===== src/rtl/dsm_cic_decimator_if.sv =====
// dsm_cic_decimator_if: ternary modulator code stream in, decimated samples and error flag out.
interface dsm_cic_decimator_if #(parameter int ACC_W = 24);
  logic [1:0] pwm;
  logic in_valid;
  logic signed [ACC_W-1:0] dout;
  logic out_valid;
  logic err;
  modport master (output pwm, in_valid, input dout, out_valid, err);
  modport slave (input pwm, in_valid, output dout, out_valid, err);
endinterface


===== src/rtl/dsm_cic_decimator.sv =====
// dsm_cic_decimator: third-order CIC decimator (R = DEC_RATIO, M = 1) for a ternary delta-sigma stream.
// Define DSM_DEC_ERR_EN to raise a sticky err on accepted illegal code 10.
module dsm_cic_decimator #(
  parameter int DEC_RATIO = 50,
  parameter int ACC_W = 24
) (
  input logic clock,
  input logic reset,
  dsm_cic_decimator_if.slave bus
);
  localparam int CW = $clog2(DEC_RATIO);
  logic [ACC_W-1:0] x, i1, i2, i3, d1, d2, d3, c1, c2, c3;
  logic [CW-1:0] phase;
  logic strobe, last;
  always_comb begin
    x = bus.pwm == 2'b01 ? ACC_W'(1) : bus.pwm == 2'b11 ? '1 : '0;
    last = phase == CW'(DEC_RATIO - 1);
    c1 = i3 - d1;
    c2 = c1 - d2;
    c3 = c2 - d3;
  end
  // combs read the integrator value from before this edge, so a sample accepted alongside the strobe belongs to the next block
  always_ff @(posedge clock) begin
    if (!reset) begin
      i1 <= '0;
      i2 <= '0;
      i3 <= '0;
      d1 <= '0;
      d2 <= '0;
      d3 <= '0;
      phase <= '0;
      strobe <= 1'b0;
      bus.dout <= '0;
      bus.out_valid <= 1'b0;
    end else begin
      if (bus.in_valid) begin
        i1 <= i1 + x;
        i2 <= i2 + i1;
        i3 <= i3 + i2;
        phase <= last ? '0 : phase + CW'(1);
      end
      strobe <= bus.in_valid && last;
      bus.out_valid <= strobe;
      if (strobe) begin
        d1 <= i3;
        d2 <= c1;
        d3 <= c2;
        bus.dout <= c3;
      end
    end
  end
`ifdef DSM_DEC_ERR_EN
  always_ff @(posedge clock)
    bus.err <= !reset ? 1'b0 : bus.err | (bus.in_valid && bus.pwm == 2'b10);
`else
  assign bus.err = 1'b0;
`endif
endmodule


===== src/flat_wrapper.sv =====
// flat-port wrapper written by rule: the top's interface ports become plain ports
module dsm_cic_decimator_flat 
#(
  parameter int DEC_RATIO = 50,
  parameter int ACC_W = 24
)
  (clock, reset, bus_pwm, bus_in_valid, bus_dout, bus_out_valid, bus_err);
  dsm_cic_decimator_if #(.ACC_W(ACC_W)) bus_i ();
  input logic clock;
  input logic reset;
  input wire logic [$bits(bus_i.pwm)-1:0] bus_pwm;
  input wire logic [$bits(bus_i.in_valid)-1:0] bus_in_valid;
  output wire logic [$bits(bus_i.dout)-1:0] bus_dout;
  output wire logic [$bits(bus_i.out_valid)-1:0] bus_out_valid;
  output wire logic [$bits(bus_i.err)-1:0] bus_err;
  assign bus_i.pwm = bus_pwm;
  assign bus_i.in_valid = bus_in_valid;
  assign bus_dout = bus_i.dout;
  assign bus_out_valid = bus_i.out_valid;
  assign bus_err = bus_i.err;
  dsm_cic_decimator #(.DEC_RATIO(DEC_RATIO), .ACC_W(ACC_W)) u_core (.clock(clock), .reset(reset), .bus(bus_i));
endmodule

===== config.mk =====
export PLATFORM = sky130hd
export DESIGN_NAME = dsm_cic_decimator_flat
export DESIGN_NICKNAME = d
export VERILOG_FILES = /design/src/rtl/dsm_cic_decimator_if.sv /design/src/rtl/dsm_cic_decimator.sv /design/src/flat_wrapper.sv
export SDC_FILE = /design/constraint.sdc
export NUM_CORES = 1
export LEC_CHECK = 0
export CAP_MARGIN = 20
export CORE_ASPECT_RATIO = 0.8
export CORE_MARGIN = 2
export CORE_UTILIZATION = 24
export CTS_BUF_LIST = sky130_fd_sc_hd__clkbuf_8
export DETAILED_ROUTE_END_ITERATION = 8
export SLEW_MARGIN = 20
export SYNTH_ARGS = -nofsm -noshare
export SYNTH_HDL_FRONTEND = slang
export SYNTH_SLANG_ARGS = --single-unit

===== constraint.sdc =====
create_clock -name clock -period 13.05 [get_ports clock]
set_input_delay 1.9575 -clock clock [delete_from_list [all_inputs] [get_ports clock]]
set_output_delay 1.9575 -clock clock [all_outputs]
set_load 0.02 [all_outputs]

==> results.txt <==
Status: complete, no violations
Post-route ant nets: 0
Crit path buffers/inverters: 1
R2R depth: 28
Number of synthesized flops with an enable pin: 0
Most frequent cell after synthesis: nor2_1
CP peak stage delay: 0.70 ns
Ys Warns: 0
Hold Path End: u_core.bus.dout[16]$_SDFFE_PN0P_
RSZ-0062 raised after global routing: false
Crit path max-delay cell type: o311ai_0
Main flop type after synthesis: dfxtp_1
Distinct cells, synth: 69
Post-DR vias/cell: 4.64
Router iterations before antenna repair: 5
Reg2reg end: u_core.bus.dout[23]$_SDFFE_PN0P_
HPWL Detailed: 19700 um
Period utilisation layout: 0.481
Die X: 259 um
FF-to-FF setup slack: 6.77 ns
Proportion of layout cells with a drive suffix above 1: 0.0321
WL/cell: 12.3 um
Placeable Area: 51200 um2
Async SR Flop Fraction: 0
Worst hold path stage count: 2
Met3 Wirelength: 650 um
Initial antenna violation count: 0
Adder-cell share of the synthesized area: 0.150
Clock skew: 0.0193 ns
Met1 WL: 13400 um
Area Overhead vs Synth: 11.0%
FMAX: 159 MHz
Number of global-route vias before repair: 9796
Main combinational cell family by area after synthesis: compound AO/OA/AOI/OAI gates
Total track usage: 0.101
Pins Over Slew Limit: 0
Cell area after synthesis: 12500 um2
Nets@finish: 1667
Top layer in use: met4
Dpl cell area: 13500 um2
Final WS setup: 6.77 ns
Compound-Gate Fraction of Synth Area: 0.187
CTS Buffer Depth: 2
Final setup fails: 0
CP arrival: 6.65 ns
Syn nets: 1663
Multiplexer share of the synthesized area: 0.0905
H-tree levels: 4
Postcts setup bufs: 0
Vias: 10300
Initial core utilization: 0.244
Hold_buf cts: 0
I/O pins: 31
Place WS: 6.90 ns
Max-cap violations: 0
Pin slew with the least headroom to its limit: 1.06 ns
Worst skew pair latency: 0.47 ns
Syn avg cell area: 8.26 um2
PD cells: 161 nW/um2
Yosys reg bits: 176
Required time of the critical path: 13.42 ns
Final hold vios: 0
DR WL met2: 12700 um
Sink Count: 176
Clock transition at the registers of the reported paths: 0.10 ns
PostCTS Resize Cnt: 0
Num CTS Buffers: 17
CP startpoint kind: flip-flop
Crit end category: flip-flop
Reg2reg start: u_core.d1[1]$_SDFFE_PN0P_
Tmin final: 6.28 ns
Worst Setup SP: u_core.d1[1]$_SDFFE_PN0P_
Cell Rows: 74
VDD IR max: 94.4 uV
Final GP Congestion: 0.813
Synth area leaders: dfxtp_1 28%, ha_1 14%, mux2i_1 9.1%
CTS tree: yes
Remaining DRCs: 0
Hold_sp: u_core.bus.dout[16]$_SDFFE_PN0P_
CTS Root Buffer Type: clkbuf_8
Finished Cell Area: 13900 um2
Detailed Route Iter0 Violations: 445
Setup TNS: 0 ns
CP top delay family: compound AO/OA/AOI/OAI gates
Largest net degree at the start of global routing: 84
Gate Count Post-Synth: 1512
Yosys top cell by area: dfxtp_1
Leak pwr: 5.65 nW
Overflow after GRT: 0
Register area share after synthesis: 0.282
HP Class: reg -> reg
Synth Area in XOR/XNOR: 0.0855
Buffers added on ports: 29
Rel. slew slack: 0.296
Synth cell count leaders: 223 x nor2_1, 176 x dfxtp_1, 140 x ha_1
CP Class: reg -> reg
CP Max Fanout: 5
Routed WL: 27100 um
Die Footprint: 53900 um2
Die H: 208 um
# diodes: 0
First-pass GRT wire length: 46300 um
Yosys top cell area share: 0.282
Simple-gate share of the synthesized area: 0.158
cells in the final DEF, fill, tap and decap left out, drive strengths merged, types with 4 or more instances in the layout:
cell type	count
mux2i	113
ha	140
o211ai	4
a21oi	121
a21o	53
xnor2	84
a21boi	4
nand2	74
dfxtp	176
inv	106
o21bai	15
or3	4
clkdlybuf4s50	28
nand4	13
nand3b	5
xor2	38
buf	6
a211oi	25
nand3	39
and2	6
fa	6
and3	6
o21ai	54
nor3	17
nor2	223
o31ai	4
a311o	4
clkinv	5
a31oi	16
and4	4
a211o	5
or2	4
nand2b	13
o2111ai	4
o21a	18
clkbuf	19
nor2b	22
through the flow:
| stage | total power, mW | hold WS [ns] | util | std cells |
|---|---|---|---|---|
| floorplan | 1.61 | 0.445 | - | 1512 |
| global placement | 1.83 | 0.452 | 0.263 | 2181 |
| detailed placement | 1.85 | 0.455 | 0.263 | 2181 |
| CTS | 2.24 | 0.476 | 0.271 | 2211 |
| global route | 2.42 | 0.515 | 0.271 | 2211 |
| finish | 2.23 | 0.469 | 0.271 | 2211 |
layout make-up:
cell class                 instances  area [um2]
sequential                       176        3530
multi-input combinational       1183        8380
timing repair buffer              34         325
inverter                         104         393
fill                            5504       37300
clock inverter                    11         119
tap                              684         856
clock buffer                      19         262
layer usage:
metal	vias up	global-route usage
met5	-	0
met4	0	0.0275
met2	92	0.174
li1	5339	-
met3	26	0.0164
met1	4800	0.131
tightest hold or removal path: cells and delay by family, from the launching register on:
kind            cells  cell delay, ns
compound gates      1            0.06
flops               1            0.32
simple gates        1            0.05
power by group:
group	switching (mW)	internal, mW	total [mW]
Combinational	0.711	0.563	1.27
Sequential	0.0197	0.553	0.573
Clock	0.204	0.177	0.381
cell families (layout without fill, tap and decap cells):
group	count (synthesis)	in the layout
buffers and inverters	153	168
and+or+nand+nor	440	440
other	1	1
adders and majority gates	146	146
muxes	113	113
AOI/OAI and AO/OA	361	361
xor gates and xnor gates	122	122
DFF	176	176
sequential cells by signal (all words and copies together), names as in the netlist:
register and cells:
u_core.bus.dout 24, u_core.d1 24, u_core.d2 24, u_core.d3 24
u_core.i1 24, u_core.i2 24, u_core.i3 24, u_core.phase 6
u_core.bus.out_valid 1, u_core.strobe 1
worst max path at each step:
stage                                            end  slack (ns)  depth (start not counted)
floorplan           u_core.bus.dout[23]$_SDFFE_PN0P_        7.62                         28
global placement    u_core.bus.dout[23]$_SDFFE_PN0P_        7.02                         28
CTS                 u_core.bus.dout[23]$_SDFFE_PN0P_        6.86                         28
detailed placement  u_core.bus.dout[23]$_SDFFE_PN0P_        6.90                         28
finish              u_core.bus.dout[23]$_SDFFE_PN0P_        6.77                         28
global route        u_core.bus.dout[23]$_SDFFE_PN0P_        6.22                         28
No activity file was read; power rests on OpenSTA's default activity.
